**src/rtl/fp_alu_pkg.sv**
```systemverilog
`default_nettype none
// ============================================================================
//  Module   : fp_alu_pkg
//  Purpose  : Shared widths, defaults and issuer state encoding for the FP
//             adder issuer.
//  Revision : 1.0  initial release
// ============================================================================
package fp_alu_pkg;

    localparam int FP_DEF_MANT     = 23;
    localparam int FP_DEF_EXP      = 8;
    localparam int FP_DEF_MIN_WAIT = 2;
    localparam int FP_DEF_TIMEOUT  = 64;

    // Full operand width: sign + exponent + mantissa.
    function automatic int fp_width(input int mant, input int expo);
        return mant + expo + 1;
    endfunction

    typedef enum logic [1:0] {
        ST_IDLE = 2'd0,
        ST_LOAD = 2'd1,
        ST_WAIT = 2'd2,
        ST_RESP = 2'd3
    } issuer_state_t;

endpackage
`default_nettype wire

```
**src/rtl/fp_adder_issuer.sv**
```systemverilog
`default_nettype none
// ============================================================================
//  Module   : fp_adder_issuer
//  Purpose  : Issues one operand pair at a time into an FP adder over its
//             load/done interface and returns result + overflow on a
//             valid/ready stream. Define FP_ISSUER_TIMEOUT_EN to build the
//             WAIT-state abort after TIMEOUT cycles.
//  Revision : 1.0  initial release
// ============================================================================
module fp_adder_issuer
    import fp_alu_pkg::*;
#(
    parameter int Mantissa_Size = FP_DEF_MANT,
    parameter int Exponent_Size = FP_DEF_EXP,
    parameter int MIN_WAIT      = FP_DEF_MIN_WAIT,
    parameter int TIMEOUT       = FP_DEF_TIMEOUT
) (
    input  logic                                 clk,
    input  logic                                 rst,
    input  logic                                 in_valid,
    output logic                                 in_ready,
    input  logic [Mantissa_Size+Exponent_Size:0] in_a,
    input  logic [Mantissa_Size+Exponent_Size:0] in_b,
    output logic                                 out_valid,
    input  logic                                 out_ready,
    output logic [Mantissa_Size+Exponent_Size:0] out_data,
    output logic                                 out_ovf,
    output logic                                 out_tmo,
    output logic                                 add_enable,
    output logic                                 add_load,
    output logic [Mantissa_Size+Exponent_Size:0] add_a,
    output logic [Mantissa_Size+Exponent_Size:0] add_b,
    input  logic [Mantissa_Size+Exponent_Size:0] add_result,
    input  logic                                 add_done,
    input  logic                                 add_ovf
);

    localparam int W = fp_width(Mantissa_Size, Exponent_Size);

`ifdef FP_ISSUER_TIMEOUT_EN
    localparam int CNT_MAX = (TIMEOUT > MIN_WAIT) ? TIMEOUT : MIN_WAIT;
`else
    // Without the abort path the counter only has to reach MIN_WAIT.
    localparam int CNT_MAX = MIN_WAIT + (TIMEOUT * 0);
`endif
    localparam int CNT_W = (CNT_MAX < 1) ? 1 : $clog2(CNT_MAX + 1);

    localparam logic [CNT_W-1:0] C_CNT_MAX  = CNT_W'(CNT_MAX);
    localparam logic [CNT_W-1:0] C_MIN_WAIT = CNT_W'(MIN_WAIT);
`ifdef FP_ISSUER_TIMEOUT_EN
    localparam logic [CNT_W-1:0] C_TIMEOUT  = CNT_W'(TIMEOUT);
`endif

    issuer_state_t    state_q, state_d;
    logic [CNT_W-1:0] cnt_q, cnt_d;
    logic [W-1:0]     add_a_q, add_a_d;
    logic [W-1:0]     add_b_q, add_b_d;
    logic [W-1:0]     out_data_q, out_data_d;
    logic             out_ovf_q, out_ovf_d;
    logic             out_tmo_q, out_tmo_d;
    logic             done_ok;

    // A done seen before MIN_WAIT may still belong to the previous operation.
    assign done_ok = add_done && (cnt_q >= C_MIN_WAIT);

    always_comb begin
        state_d    = state_q;
        cnt_d      = cnt_q;
        add_a_d    = add_a_q;
        add_b_d    = add_b_q;
        out_data_d = out_data_q;
        out_ovf_d  = out_ovf_q;
        out_tmo_d  = out_tmo_q;

        case (state_q)
            ST_IDLE: begin
                if (in_valid) begin
                    add_a_d = in_a;
                    add_b_d = in_b;
                    state_d = ST_LOAD;
                end
            end
            ST_LOAD: begin
                cnt_d   = '0;
                state_d = ST_WAIT;
            end
            ST_WAIT: begin
                if (cnt_q != C_CNT_MAX) begin
                    cnt_d = cnt_q + 1'b1;
                end
                if (done_ok) begin
                    out_data_d = add_result;
                    out_ovf_d  = add_ovf;
                    out_tmo_d  = 1'b0;
                    state_d    = ST_RESP;
                end
`ifdef FP_ISSUER_TIMEOUT_EN
                else if (cnt_q >= C_TIMEOUT) begin
                    out_data_d = '0;
                    out_ovf_d  = 1'b0;
                    out_tmo_d  = 1'b1;
                    state_d    = ST_RESP;
                end
`endif
            end
            ST_RESP: begin
                if (out_ready) begin
                    state_d = ST_IDLE;
                end
            end
            default: begin
                state_d = ST_IDLE;
            end
        endcase
    end

    always_ff @(posedge clk) begin
        if (rst) begin
            state_q    <= ST_IDLE;
            cnt_q      <= '0;
            add_a_q    <= '0;
            add_b_q    <= '0;
            out_data_q <= '0;
            out_ovf_q  <= 1'b0;
            out_tmo_q  <= 1'b0;
        end else begin
            state_q    <= state_d;
            cnt_q      <= cnt_d;
            add_a_q    <= add_a_d;
            add_b_q    <= add_b_d;
            out_data_q <= out_data_d;
            out_ovf_q  <= out_ovf_d;
            out_tmo_q  <= out_tmo_d;
        end
    end

    // Handshake and adder strobes decode straight from the state register.
    assign in_ready   = (state_q == ST_IDLE) && !rst;
    assign out_valid  = (state_q == ST_RESP);
    assign add_load   = (state_q == ST_LOAD);
    assign add_enable = (state_q == ST_LOAD) || (state_q == ST_WAIT);
    assign add_a      = add_a_q;
    assign add_b      = add_b_q;
    assign out_data   = out_data_q;
    assign out_ovf    = out_ovf_q;
    assign out_tmo    = out_tmo_q;

endmodule
`default_nettype wire

```
**config.mk**
```make
export PLATFORM = sky130hd
export DESIGN_NAME = fp_adder_issuer
export DESIGN_NICKNAME = d
export VERILOG_FILES = /design/src/rtl/fp_alu_pkg.sv /design/src/rtl/fp_adder_issuer.sv
export SDC_FILE = /design/constraint.sdc
export NUM_CORES = 1
export LEC_CHECK = 0
export ABC_CLOCK_PERIOD_IN_PS = 3100
export CAP_MARGIN = 40
export CORE_MARGIN = 2
export CORE_UTILIZATION = 40
export DETAILED_ROUTE_END_ITERATION = 10
export PLACE_DENSITY = 0.89
export SLEW_MARGIN = 20
export SYNTH_ARGS = -nofsm -noshare
export SYNTH_HDL_FRONTEND = slang
export SYNTH_SLANG_ARGS = --single-unit
```
**constraint.sdc**
```tcl
create_clock -name clk -period 3.1 [get_ports clk]
set_clock_uncertainty 0.15 [all_clocks]
set_input_delay 0.31 -clock clk [delete_from_list [all_inputs] [get_ports clk]]
set_output_delay 0.31 -clock clk [all_outputs]
set_load 0.02 [all_outputs]
```
==> results.yml <==
timing:
  finalCritPeriodShare: 0.746
  slew_headroom: 0.590
  setup_violations: 0
  slew_viol_final: 0
  fmax_mhz: 433
  rsz0062_at_grt: "no"
  fin_setup_tns_ns: 0
  layout_min_cycle_time_ns: 2.31
  final-hold-violation-count: 0
  worst_pin_slew_ns: 0.616
logic_synthesis:
  synthesis.nets: 563
  ys_warn_count: 0
  yosysTopAreaCell: "dfxtp_1"
  synth_most_common_cell: "nand2_1"
  synth_top_family_by_area: "simple AND/OR/NAND/NOR gates"
  syn_avg_cell_area_um2: 7.93
  synth-edff-count: 0
  synth_seq_cells: 101
  synth_compound_area_frac: 0.150
  yosys.area_share.simple: 0.225
  ys_async_sr_fraction: 0
  synth-xor-area-share: 0
  synth_top_area_share: 0.560
  synth_common_cells: "nand2_1, dfxtp_1, a21oi_1"
  synth_cells: 455
  synth_mux_area_frac: 0.00277
  synth_top_cells_by_area: "dfxtp_1, nand2_1, a21oi_1"
  synth_cell_type_count: 23
  seq_area_frac_synth: 0.560
  syn_area_um2: 3610
  synth_flop_cell: "dfxtp_1"
  yosys.area_share.adder: 0.0208
floorplanning:
  start_util: 0.414
  top_level_ports: 204
  die-height_um: 99.0
  rows: 34
  die_x_um: 99.0
  core-area_um2: 8720
  die_area_um2: 9800
critical_path:
  cp_max_fo: 4
  critPathSlowestCell: "clkdlybuf4s50_1"
  reg2regPathDepth: 6
  required_ns: 2.64
  crit_type: "flop to output port"
  cp_cell_sequence: "inv_1, ha_1, nor2b_1, clkdlybuf4s50_1"
  cp_top_family: "buffers and inverters"
  path_buf_inv: 2
  crit_cells: 4
  endpoint_kind: "output port"
  slowest_delay_ns: 0.61
  crit_start: "state_q[0]"
  crit_arrival_ns: 1.85
  r2r-start: "state_q[0]"
  startpoint_type: "flop"
grt:
  overflow: 0
  grt_pass1_vias: 3563
  antenna_found_initial: 0
  grt_max_degree: 64
  globalRouteTotalUtil: 0.214
  grt_pass1_wl_um: 17100
drt:
  firstDrtPassIters: 5
  ant_nets: 0
  finalWirelength_um: 10700
  first_iter_violations: 119
  avgViaCountPerCell: 4.86
  remaining_drc_errors: 0
  wl_per_cell_um: 14.1
  vias: 3677
hold_path:
  hold_depth: 2
  hold_start: "rst"
  hp-class: "primary input to flop"
pwr:
  ir_drop_mv: 0.442
  powerDensity_nw_per_um2: 593
  power.total_mw: 3.48
  leakage_nw: 2.11
cells_and_area:
  drive_gt1_frac: 0.0401
  finish.utilization: 0.673
  synthToLayoutAreaGrowth_pct: 62.7
  stdcell_count: 756
  nFillCells: 703
  diodes: 0
  nets: 751
placed_design:
  port_buffers: 202
  place.gp.congestion: 0.762
  dp_cells: 740
  hpwl_um: 7780
clock_network:
  clk_path_buf_depth: 2
  ctsHoldBuffers: 0
  htree_levels: 3
  post_cts_resized: 0
  cts.reportedPaths.clkPinSlew_ns: 0.10
  root_buffer: "clkbuf_8"
  cts_buffers: 9
  cts_tree: "yes"
  postCtsSetupBuffers: 0
  clock_sinks: 101
  worstSkewPairLatency_ns: 0.34
run_status:
  outcome: "finished, final reports clean"
flow_run:
  max_cap_viol_count: 0
-- area by class of cell --
cell class / count / area [um2] / share of cell area
timing repair buffer: 208 / 2080 / 0.354
sequential: 101 / 2020 / 0.344
multi-input combinational: 320 / 1440 / 0.246
clock buffer: 10 / 138 / 0.0234
tap: 108 / 135 / 0.0230
clock inverter: 6 / 46.3 / 0.00788
inverter: 3 / 11.3 / 0.00192
-- report_power, final --
part	internal [mW]	switching, mW	total, mW
combinational	0.540	0.629	1.17
sequential	1.45	0.0822	1.53
clock	0.320	0.465	0.785
-- cell usage in the layout, fill, tap and decap left out, types with 2 or more instances in the layout --
master / instances
nor2b_1: 3
clkinvlp_4: 2
ha_1: 6
clkdlybuf4s50_1: 201
dfxtp_1: 101
buf_4: 6
inv_6: 2
nand2_1: 194
inv_1: 3
nand2b_1: 5
clkbuf_8: 10
a21oi_1: 98
-- routing by layer --
layer	GRT usage	part of all wire
met5	0	0
met4	0.0695	0.019
met1	0.243	0.39
met3	0.0553	0.072
met2	0.389	0.52
-- final timing paths --
path                                   to  slack, ns
worst max-delay path             in_ready       0.79
worst min-delay path            add_a[17]       0.24
worst max register to register  add_b[13]       1.18
worst min register to register  add_b[17]       0.31
-- sequential cells by signal (all words and copies together) (netlist names) --
register	count
out_ovf	1
cnt_q	2
state_q	2
add_a	32
add_b	32
out_data	32
-- metrics by stage --
stage / hold WS [ns] / area, um2 / worst slack, ns
2_1_floorplan: 0.294 / 3610 / 1.58
3_3_place_gp: 0.291 / 5670 / 0.982
3_5_place_dp: 0.296 / 5690 / 1.07
4_1_cts: 0.220 / 5870 / 0.765
5_1_grt: 0.234 / 5870 / 0.664
6_report: 0.245 / 5870 / 0.788
-- worst reg2reg max path, delay by kind of cell, from the launching register on --
family / cells / cell delay, ns
adder cells (fa/ha/maj): 1 / 0.27
flip-flops: 1 / 0.34
AND/OR/NAND/NOR: 2 / 0.46
AO/OA/AOI/OAI: 1 / 0.13
buffers and inverters: 2 / 0.49
-- kinds of logic (layout without fill, tap and decap cells) --
| kind of cell | count (synthesis) | after routing |
|---|---|---|
| AND/OR/NAND/NOR | 208 | 208 |
| AO/OA/AOI/OAI | 104 | 104 |
| flip-flops | 101 | 101 |
| buffers and inverters | 34 | 227 |
| adder cells (fa/ha/maj) | 6 | 6 |
| other | 1 | 1 |
| multiplexers | 1 | 1 |
(Power assumes the default switching activity.)
